`src/rtl/commit_pkg.sv`:
```
// commit_pkg: shared types for the retirement stage
package commit_pkg;
  localparam int ARF_WIDTH = 5;
  typedef enum logic [1:0] {RUN, FLUSH, RECOVER} commit_state_e;
  typedef struct packed {
    logic [ARF_WIDTH-1:0] areg;
    logic [31:0]          data;
    logic [31:0]          pc;
    logic [31:0]          target;
    logic                 w_reg;
    logic                 w_mem;
    logic                 exc;
    logic                 bpu_fail;
  } rob_commit_entry_t;
endpackage

```
`src/rtl/commit_perf_cnt.sv`:
```
// commit_perf_cnt: wrapping counters of retired instructions and flush pulses
module commit_perf_cnt (
  input  logic        clk,
  input  logic        rst,
  input  logic [1:0]  retire_i,
  input  logic        flush_i,
  output logic [31:0] retired_o,
  output logic [31:0] flushes_o
);
  logic [31:0] retired_q, retired_d, flushes_q, flushes_d;
  // accumulate popcount of the retire mask and each flush pulse
  always_comb begin
    retired_d = retired_q + 32'(retire_i[0]) + 32'(retire_i[1]);
    flushes_d = flushes_q + 32'(flush_i);
  end
  // counter registers
  always_ff @(posedge clk or posedge rst) begin
    if (rst) begin
      retired_q <= '0;
      flushes_q <= '0;
    end else begin
      retired_q <= retired_d;
      flushes_q <= flushes_d;
    end
  end
  assign retired_o = retired_q;
  assign flushes_o = flushes_q;
endmodule

```
`src/rtl/commit_retire.sv`:
```
// commit_retire: in-order dual retire with flush/recover; perf counters under COMMIT_PERF_CNT_EN
module commit_retire
  import commit_pkg::*;
#(
  parameter int          RECOVER_CYCLES = 2,
  parameter logic [31:0] EXC_ENTRY      = 32'h1C00_8000
) (
  input  logic                   clk,
  input  logic                   rst,
  input  logic [1:0]             rob_valid_i,
  input  logic [1:0]             rob_ready_i,
  input  logic [2*ARF_WIDTH-1:0] rob_areg_i,
  input  logic [63:0]            rob_data_i,
  input  logic [1:0]             rob_w_reg_i,
  input  logic [1:0]             rob_w_mem_i,
  input  logic [1:0]             rob_exc_i,
  input  logic [1:0]             rob_bpu_fail_i,
  input  logic [63:0]            rob_pc_i,
  input  logic [63:0]            rob_target_i,
  output logic [1:0]             retire_o,
  output logic [1:0]             arf_we_o,
  output logic [2*ARF_WIDTH-1:0] arf_waddr_o,
  output logic [63:0]            arf_wdata_o,
  output logic                   sb_commit_valid_o,
  input  logic                   sb_commit_ready_i,
  output logic                   flush_o,
  output logic                   redirect_valid_o,
  output logic [31:0]            redirect_pc_o,
  output logic [31:0]            perf_retired_o,
  output logic [31:0]            perf_flush_o
);
  rob_commit_entry_t     e [2];
  commit_state_e         state_q, state_d;
  logic [3:0]            cnt_q, cnt_d;
  logic                  flush_q, flush_d;
  logic [31:0]           redirect_pc_q, redirect_pc_d;
  logic [1:0]            arf_we_q, arf_we_d;
  logic [2*ARF_WIDTH-1:0] arf_waddr_q, arf_waddr_d;
  logic [63:0]           arf_wdata_q, arf_wdata_d;
  logic                  run, r0, r1, fault, we0, we1, unused;
  for (genvar g = 0; g < 2; g++) begin : g_way
    assign e[g] = '{areg: rob_areg_i[g*ARF_WIDTH +: ARF_WIDTH], data: rob_data_i[g*32 +: 32],
                    pc: rob_pc_i[g*32 +: 32], target: rob_target_i[g*32 +: 32],
                    w_reg: rob_w_reg_i[g], w_mem: rob_w_mem_i[g], exc: rob_exc_i[g],
                    bpu_fail: rob_bpu_fail_i[g]};
  end
  assign unused = ^{e[0].pc, e[1].pc, e[1].target};
  // retire decision: way1 only behind a clean way0, stores only in way0
  always_comb begin
    run   = state_q == RUN;
    r0    = run & rob_valid_i[0] & rob_ready_i[0] & (!e[0].w_mem | e[0].exc | sb_commit_ready_i);
    r1    = r0 & rob_valid_i[1] & rob_ready_i[1] & !e[1].w_mem &
            !(e[0].exc | e[0].bpu_fail | e[1].exc | e[1].bpu_fail);
    fault = r0 & (e[0].exc | e[0].bpu_fail);
    we1   = r1 & e[1].w_reg & |e[1].areg;
    we0   = r0 & e[0].w_reg & !e[0].exc & |e[0].areg & !(we1 & e[1].areg == e[0].areg);
  end
  assign retire_o          = {r1, r0};
  assign sb_commit_valid_o = run & rob_valid_i[0] & rob_ready_i[0] & e[0].w_mem & !e[0].exc;
  // FSM next state, redirect capture and ARF write staging
  always_comb begin
    state_d       = state_q;
    cnt_d         = cnt_q;
    redirect_pc_d = redirect_pc_q;
    case (state_q)
      RUN: if (fault) begin
        state_d       = FLUSH;
        redirect_pc_d = e[0].exc ? EXC_ENTRY : e[0].target;
      end
      FLUSH: begin
        state_d = RECOVER;
        cnt_d   = 4'(RECOVER_CYCLES - 1);
      end
      RECOVER: begin
        state_d = cnt_q == 4'd0 ? RUN : RECOVER;
        cnt_d   = cnt_q == 4'd0 ? 4'd0 : cnt_q - 4'd1;
      end
      default: state_d = RUN;
    endcase
    flush_d     = state_d == FLUSH;
    arf_we_d    = {we1, we0};
    arf_waddr_d = {e[1].areg, e[0].areg};
    arf_wdata_d = {e[1].data, e[0].data};
  end
  // state and registered outputs
  always_ff @(posedge clk or posedge rst) begin
    if (rst) begin
      state_q       <= RUN;
      cnt_q         <= '0;
      flush_q       <= 1'b0;
      redirect_pc_q <= '0;
      arf_we_q      <= '0;
      arf_waddr_q   <= '0;
      arf_wdata_q   <= '0;
    end else begin
      state_q       <= state_d;
      cnt_q         <= cnt_d;
      flush_q       <= flush_d;
      redirect_pc_q <= redirect_pc_d;
      arf_we_q      <= arf_we_d;
      arf_waddr_q   <= arf_waddr_d;
      arf_wdata_q   <= arf_wdata_d;
    end
  end
  assign flush_o          = flush_q;
  assign redirect_valid_o = flush_q;
  assign redirect_pc_o    = redirect_pc_q;
  assign arf_we_o         = arf_we_q;
  assign arf_waddr_o      = arf_waddr_q;
  assign arf_wdata_o      = arf_wdata_q;
`ifdef COMMIT_PERF_CNT_EN
  commit_perf_cnt u_perf (
    .clk       (clk),
    .rst       (rst),
    .retire_i  (retire_o),
    .flush_i   (flush_q),
    .retired_o (perf_retired_o),
    .flushes_o (perf_flush_o)
  );
`else
  assign perf_retired_o = '0;
  assign perf_flush_o   = '0;
`endif
endmodule

```
`config.mk`:
```
export PLATFORM = sky130hd
export DESIGN_NAME = commit_retire
export DESIGN_NICKNAME = d
export VERILOG_FILES = /design/src/rtl/commit_pkg.sv /design/src/rtl/commit_perf_cnt.sv /design/src/rtl/commit_retire.sv
export SDC_FILE = /design/constraint.sdc
export NUM_CORES = 1
export LEC_CHECK = 0
export ABC_AREA = 1
export BUFFER_PORTS_ARGS = -buffer_cell sky130_fd_sc_hd__buf_2
export CORE_AREA = 2 2 151 153
export DETAILED_ROUTE_END_ITERATION = 7
export DIE_AREA = 0 0 153 155
export GPL_ROUTABILITY_DRIVEN = 0
export PLACE_DENSITY = 0.5
export SYNTH_ARGS = -nofsm -noshare
export SYNTH_HDL_FRONTEND = slang
export SYNTH_SLANG_ARGS = --single-unit
```
`constraint.sdc`:
```
create_clock -name clk -period 5.5 [get_ports clk]
set_input_delay 0 -clock clk [delete_from_list [all_inputs] [get_ports clk]]
set_output_delay 0 -clock clk [all_outputs]
set_load 0.01 [all_outputs]
```
# ---- Word-level counts from Yosys, hierarchy flattened
# Cells that the tools add are included.
dict set report word_totals {
  wordCells 51
  output_inout_bits 177
  register_bits 115
}
dict set report op_classes {
  bitwise 22
  add_sub_neg 1
  n_reduce_logical 11
  n_mux 6
  eq_ne 4
}
# op count
set ops {}
lappend ops {{$mux 32} 1}
lappend ops {{$and 1x1->1} 17}
lappend ops {{$reduce_or 5->1} 2}
lappend ops {{$pmux 4 s2} 1}
lappend ops {{$pmux 2 s3} 1}
lappend ops {{$eq 5x5->1} 1}
lappend ops {{$logic_not 1->1} 5}
lappend ops {{$or 1x1->1} 5}
lappend ops {{$eq 2x1->1 const B} 2}
lappend ops {{$logic_not 4->1} 1}
lappend ops {{$mux 2} 2}
lappend ops {{$mux 4} 1}
lappend ops {{$sub 4x1->4 const B} 1}
lappend ops {{$eq 2x2->1 const B} 1}
lappend ops {{$logic_not 2->1} 1}
lappend ops {{$reduce_and 2->1} 1}
lappend ops {{$reduce_bool 2->1} 1}

# ---- Logic depth before layout (Yosys ltp)
# Gate-level depths: netlist of the first run.
dict set report logic_depth {
  ltp_word 13
  mapped_depth 10
  mapped_depth_nobuf 9
}

# ---- Worst setup path after synthesis of the first run
# No wires, ideal clock.
dict set report synth_timing {
  path_kind {register to register}
  startpoint {register state_q[0]}
  endpoint {register redirect_pc_q[10], in the netlist redirect_pc_o[10]}
  t_arrival_ns 1.332
  slack_ns 4.050
  setup_ns 0.118
  n_path_buf 1
  synth_period_minus_slack_ns 1.450
  stages_incl_launch_ff 11
  required_ns 5.382
  cell_sequence {dfrtp_1 inv_1 ha_1 nand2_1 nor2_1 nand2_2 nor2_8 inv_2 buf_6 nand2_1 nand2_1}
}
dict set report synth_between {
  elab_chain_len 6
}
# item line
set synth_rtl {}
lappend synth_rtl {{from (decl)} commit_retire.sv:33} ;# commit_state_e state_q, state_d;
lappend synth_rtl {{from (signal assigned)} commit_retire.sv:96} ;# state_q <= state_d;
lappend synth_rtl {{$logic_not 2->1 (*)} {commit_retire.sv:50, commit_retire.sv:65}}
lappend synth_rtl {{$and 1x1->1 (3 in series)} commit_retire.sv:51} ;# r0 = run & rob_valid_i[0] & rob_ready_i[0] & (!e[0].w_mem | e[0].exc | sb_commit_ready_i);
lappend synth_rtl {{$and 1x1->1} commit_retire.sv:54} ;# fault = r0 & (e[0].exc | e[0].bpu_fail);
lappend synth_rtl {{$reduce_and 2->1 (no line) (*)} n/a}
lappend synth_rtl {{to (signal assigned)} commit_retire.sv:99} ;# redirect_pc_q <= redirect_pc_d;
lappend synth_rtl {{to (decl)} commit_retire.sv:36} ;# logic [31:0] redirect_pc_q, redirect_pc_d;
# Mark *: on every way between the ends. The rest lies on a longest branch, timed or not.
# A chain may end at the register's enable or synchronous reset.

# ---- Final worst setup path of the first run
dict set report layout_timing {
  startpoint {register state_q[0]}
  endpoint {register redirect_pc_q[27], in the netlist redirect_pc_o[27]}
}
# The elaborated chain is that of the path after synthesis.

==> results of run 1 <==
critical path, stage by stage (launching register included):
cell,delay [ns]
dfrtp_1,0.41
inv_1,0.09
ha_1,0.17
nand2_1,0.05
nor2_1,0.16
nand2_2,0.15
nor2_8,0.46
o21ai_1,0.14
dlygate4sd3_1,0.59
nand2_1,0.06
cell usage in the layout, fill, tap and decap left out, drive strengths merged:
master / Yosys / routed
ha: 5 / 5
clkinvlp: 0 / 3
a21boi: 1 / 1
nand2: 85 / 85
dlygate4sd3: 0 / 110
nand3b: 1 / 1
xor2: 1 / 1
o21ai: 6 / 6
a21oi: 2 / 2
bufinv: 0 / 1
nand4: 1 / 1
inv: 20 / 23
dfrtp: 115 / 115
buf: 74 / 234
clkinv: 0 / 7
xnor2: 2 / 2
conb: 1 / 64
nor2: 23 / 23
o22ai: 1 / 1
nand3: 34 / 34
clkbuf: 3 / 18
layout make-up:
class,count,area (um2),area share
sequential,115,2880,0.403
clock inverter,14,129,0.0180
tap,285,357,0.0499
clock buffer,18,439,0.0614
timing repair buffer,344,2270,0.318
multi-input combinational,226,993,0.139
inverter,20,77.6,0.0109
registers in the layout (all words and copies together), names as in the netlist:
signal         cells
arf_waddr_o       10
arf_wdata_o       64
flush_o            1
state_q            2
arf_we_o           2
redirect_pc_o     32
cnt_q              4
worst max path at each step:
stage	startpoint	end	slack [ns]	cells past startpoint
2_1_floorplan	rst	arf_waddr_o[0]$_DFF_PP0_	2.46	1
3_3_place_gp	state_q[0]$_DFF_PP0_	redirect_pc_o[12]$_DFFE_PP0P_	3.12	9
3_5_place_dp	state_q[0]$_DFF_PP0_	redirect_pc_o[10]$_DFFE_PP0P_	3.11	9
4_1_cts	state_q[0]$_DFF_PP0_	redirect_pc_o[10]$_DFFE_PP0P_	3.10	9
5_1_grt	state_q[0]$_DFF_PP0_	redirect_pc_o[10]$_DFFE_PP0P_	2.91	9
6_report	state_q[0]$_DFF_PP0_	redirect_pc_o[27]$_DFFE_PP0P_	3.14	9
stage by stage:
stage,hold WS (ns),utilization,cell area (um2),std cells
finish,0.00112,0.322,7150,1022
global route,0.0145,0.322,7150,1022
floorplan,0.0314,-,4520,438
CTS,0.00617,0.322,7150,1022
detailed placement,0.109,0.246,5480,880
global placement,0.108,0.246,5480,880
power breakdown:
| part | switching, uW | internal (uW) |
|---|---|---|
| registers | 73.9 | 993 |
| clock network | 428 | 638 |
| logic | 340 | 259 |
| total | 842 | 1890 |
logic make-up after synthesis:
logic type	share of synthesized area
fa+ha+maj	0.0146
other cells	0.000875
buf+inv	0.152
simple gates	0.142
flops	0.672
xor+xnor	0.00613
compound gates	0.0126
timing repair:
action	in CTS	in global routing
endpoints found under the hold margin	165	0
resized for setup	0	0
hold buffers	110	0
metal layers:
layer  track usage  wire length, um  vias to the layer above
li1              -                -                     1730
met1         0.131             5640                     1712
met2         0.179             6290                      196
met3        0.0370              941                       13
met4        0.0366              189                        0
met5             0                0                        -
cell usage after synthesis:
cell / count
o21ai_0: 3
o22ai_1: 1
inv_2: 2
ha_1: 5
nand4_1: 1
o21ai_1: 3
nor2_2: 1
buf_2: 1
buf_4: 70
nand2_2: 1
clkbuf_1: 3
xor2_1: 1
nor2_8: 1
nand3b_1: 1
nand3_1: 34
buf_6: 3
inv_1: 18
a21oi_1: 2
nand2_1: 84
a21boi_0: 1
nor2_1: 21
dfrtp_1: 115
xnor2_1: 2
conb_1: 1
==> impl_metrics.json, run 1 <==
{
  "status": "finished clean",
  "grt_pass1_vias": 3566,
  "r2r_slack_ns": 3.14,
  "drc": 0,
  "worstHoldStart": "rob_exc_i[0]",
  "netlist-cell-type-count": 24,
  "finalSetupViolCount": 0,
  "place_ws_ns": 3.11,
  "ir_worst_vdd_v": 0.000173,
  "fp.dieH_um": 155,
  "cts_tree": "built",
  "hold_depth": 3,
  "syn_avg_cell_area_um2": 11.4,
  "finalWirelength_mm": 13.1,
  "worstPathMaxFanout": 34,
  "min_path_type": "input pin to register",
  "p_leak_uw": 0.00382,
  "worstSetupPathType": "register to register",
  "grt_pass1_wl_mm": 19.5,
  "syn_inst": 375,
  "grt.overflow.total": 0,
  "r2r-start": "state_q[0]$_DFF_PP0_",
  "arrival_ns": 2.70,
  "ys_seq_area_frac": 0.672,
  "cts_max_path_buffers": 2,
  "hold_violations": 0,
  "rsz0062_at_grt": "no",
  "max_freq_ghz": 0.425,
  "worst-endpoint-required_ns": 5.84,
  "setup_ws_ns": 3.14,
  "fin_nets": 946,
  "root_buffer": "clkbuf_16",
  "layout-drive-gt1-share": 0.369,
  "slew-limit-headroom": 0.479,
  "drv_slew": 0,
  "via_per_inst": 3.57,
  "rows": 55,
  "drt-initial-drc-count": 123,
  "synth_seq_cells": 115,
  "htree_levels": 4,
  "clock-skew-final_ns": 0.00662,
  "core_area_um2": 22200,
  "end_kind": "register",
  "clock_sinks": 115,
  "r2r_cells": 9,
  "rr_endpoint": "redirect_pc_o[27]$_DFFE_PP0P_",
  "min_period_ns": 2.36,
  "vias": 3651,
  "initial_core_util": 0.193,
  "min_to": "redirect_pc_o[28]$_DFFE_PP0P_",
  "die_area_um2": 23700,
  "port_buffers": 233,
  "synth_area_leaders": "dfrtp_1, buf_4, nand2_1",
  "grt_antenna_before_repair": 0,
  "routedWlPerCell_um": 12.8,
  "firstDrtPassIters": 4,
  "ioPinCount": 394,
  "period_share": 0.428,
  "fin_setup_tns_ns": 0,
  "powerDensity_nw_per_um2": 382,
  "clkLatencyLatePin_ns": 0.40,
  "power_uw": 2730,
  "grt_max_degree": 59,
  "critPathLaunchType": "register",
  "yosys.area.top_type_share": 0.672,
  "numCtsBuffers": 17,
  "dp.final_hpwl_mm": 8.62,
  "drv_cap": 0,
  "grt_use_total": 0.108,
  "area_growth_pct": 66.8,
  "diodes": 0,
  "chipWidth_um": 153,
  "cts_setup_buffers": 0,
  "ant_nets": 0,
  "worstMarginPinSlew_ns": 0.781,
  "fillers": 2252,
  "yosys.area.top_type": "dfrtp_1",
  "synth_area_um2": 4290,
  "yosysWarningCount": 0,
  "clk_pin_slew_worst_paths_ns": 0.06
}
(Power assumes the default switching activity.)
==> inputs of run 2 (changes only) <==
- CORE_AREA: 2 2 151 153 -> 2 2 152 154
- DIE_AREA: 0 0 153 155 -> 0 0 154 156
- PLACE_DENSITY: 0.5 -> 0.51
- clock period: 5.5 -> 2.08 ns (I/O delays scaled with it)
==> impl_metrics.json, run 2 (synthesis results as in run 1) <==
{
  "status": "finished clean",
  "stdcell_count": 1027,
  "layout-drive-gt1-share": 0.373,
  "dp.final_hpwl_mm": 8.64,
  "via_per_inst": 3.52,
  "grt_use_total": 0.107,
  "worst-endpoint-required_ns": 2.08,
  "port_buffers": 233,
  "max_freq_ghz": 0.551,
  "die_area_um2": 24000,
  "p_leak_uw": 0.00385,
  "grt_max_degree": 116,
  "critPathSlowestCell": "dfrtp_1",
  "end_kind": "output port",
  "r2r_cells": 9,
  "drt-initial-drc-count": 184,
  "grt_use_met2": 0.174,
  "post_cts_resized": 0,
  "largest_reg_flops": 64,
  "vias": 3613,
  "rsz0062_at_grt": "no",
  "finalSetupViolCount": 0,
  "final_area_um2": 7210,
  "use_met3": 0.0389,
  "min_path_type": "input pin to register",
  "power_uw": 7330,
  "final_common_cell": "buf_2",
  "rows": 55,
  "cts_max_path_buffers": 2,
  "initial_core_util": 0.192,
  "postPlaceCellArea_um2": 5530,
  "hold_violations": 0,
  "fin_nets": 950,
  "htree_levels": 4,
  "routedWlPerCell_um": 12.6,
  "powerDensity_nw_per_um2": 1020,
  "grt.overflow.total": 0,
  "clock-skew-final_ns": 0.00992,
  "grt_pass1_vias": 3630,
  "clkLatencyLatePin_ns": 0.41,
  "r2r-start": "state_q[0]$_DFF_PP0_",
  "arrival_ns": 1.82,
  "cts_tree": "built",
  "finalWirelength_mm": 12.9,
  "min_period_ns": 1.82,
  "cpPeakStageDelay_ns": 0.42,
  "cts_hold_buf": 109,
  "grt.busiest_layer": "met2",
  "ioPinCount": 394,
  "fin_setup_tns_ns": 0,
  "root_buffer": "clkbuf_16",
  "drv_slew": 0,
  "numCtsBuffers": 17,
  "firstDrtPassIters": 4,
  "drv_cap": 0,
  "fillers": 2293,
  "worstPathMaxFanout": 5,
  "cts_setup_buffers": 0,
  "rr_endpoint": "redirect_pc_o[26]$_DFFE_PP0P_",
  "drc": 0,
  "area_growth_pct": 68.2,
  "dp_cells": 885,
  "crit_chain": "inv_1, ha_1, nand2_1, nor2_1, nand2_2, nor2_1, buf_2",
  "worstSetupPathType": "register to output port",
  "grt_antenna_before_repair": 2,
  "clock_sinks": 115,
  "slew-limit-headroom": 0.586,
  "met1_usage": 0.126,
  "hold_depth": 3,
  "min_to": "redirect_pc_o[27]$_DFFE_PP0P_",
  "grt_pass1_wl_mm": 19.4,
  "worstHoldStart": "rob_exc_i[0]",
  "fp.dieH_um": 156,
  "critPathLaunchType": "register",
  "path_common_cell": "nor2_1",
  "clk_pin_slew_worst_paths_ns": 0.06,
  "critPathTopFamily": "simple AND/OR/NAND/NOR gates",
  "ir_worst_vdd_v": 0.000392,
  "worstMarginPinSlew_ns": 0.622,
  "period_share": 0.873,
  "chipWidth_um": 154,
  "critPathBufInv": 2,
  "r2r_slack_ns": 0.28,
  "core_area_um2": 22400,
  "ant_nets": 0,
  "mostFrequentLayoutCells": "buf_2, dfrtp_1, dlygate4sd3_1"
}
-- run 2: worst max-delay path by stage --
stage | slack [ns] | start | cells past startpoint | endpoint
6_report | 0.26 | state_q[0]$_DFF_PP0_ | 7 | retire_o[1]
4_1_cts | 0.22 | state_q[0]$_DFF_PP0_ | 7 | retire_o[1]
3_3_place_gp | 0.27 | state_q[0]$_DFF_PP0_ | 9 | redirect_pc_o[26]$_DFFE_PP0P_
2_1_floorplan | 0.63 | state_q[0]$_DFF_PP0_ | 10 | redirect_pc_o[10]$_DFFE_PP0P_
3_5_place_dp | 0.27 | state_q[0]$_DFF_PP0_ | 9 | redirect_pc_o[26]$_DFFE_PP0P_
5_1_grt | 0.04 | state_q[0]$_DFF_PP0_ | 9 | redirect_pc_o[26]$_DFFE_PP0P_
-- run 2: power by group --
group | internal [uW] | switching [uW] | leakage, uW
combinational | 701 | 908 | 0.00218
clock | 1770 | 1130 | 0.000282
sequential | 2630 | 198 | 0.00140
total | 5100 | 2230 | 0.00385
-- run 2: layout make-up --
cell class	instances	area, um2	share of cell area
repair buffers	348	2310	0.321
diodes	2	5.00	0.000694
clock buffers	17	425	0.0590
multi-input cells	226	993	0.138
well taps	285	357	0.0495
clock inverters	14	158	0.0219
flip-flops and latches	115	2880	0.399
inverters	20	78.8	0.0109
-- run 2: metal layers --
layer | share of wire | vias to the layer above
li1 | - | 1740
met1 | 0.42 | 1656
met2 | 0.47 | 202
met3 | 0.086 | 15
met4 | 0.018 | 0
met5 | 0 | -
-- run 2: tightest hold or removal path: cells and delay by family --
| kind | cells | cell delay (ns) |
|---|---|---|
| buffers and inverters | 1 | 0.23 |
| AO/OA/AOI/OAI | 1 | 0.11 |
| AND/OR/NAND/NOR | 1 | 0.05 |
-- run 2: through the flow --
stage / util / hold slack, ns / setup slack [ns]
4_1_cts: 0.322 / 0.000343 / 0.216
3_5_place_dp: 0.247 / 0.110 / 0.272
3_3_place_gp: 0.247 / 0.108 / 0.269
2_1_floorplan: - / 0.0314 / 0.630
5_1_grt: 0.322 / 0.0232 / 0.0383
6_report: 0.322 / 0.0120 / 0.265
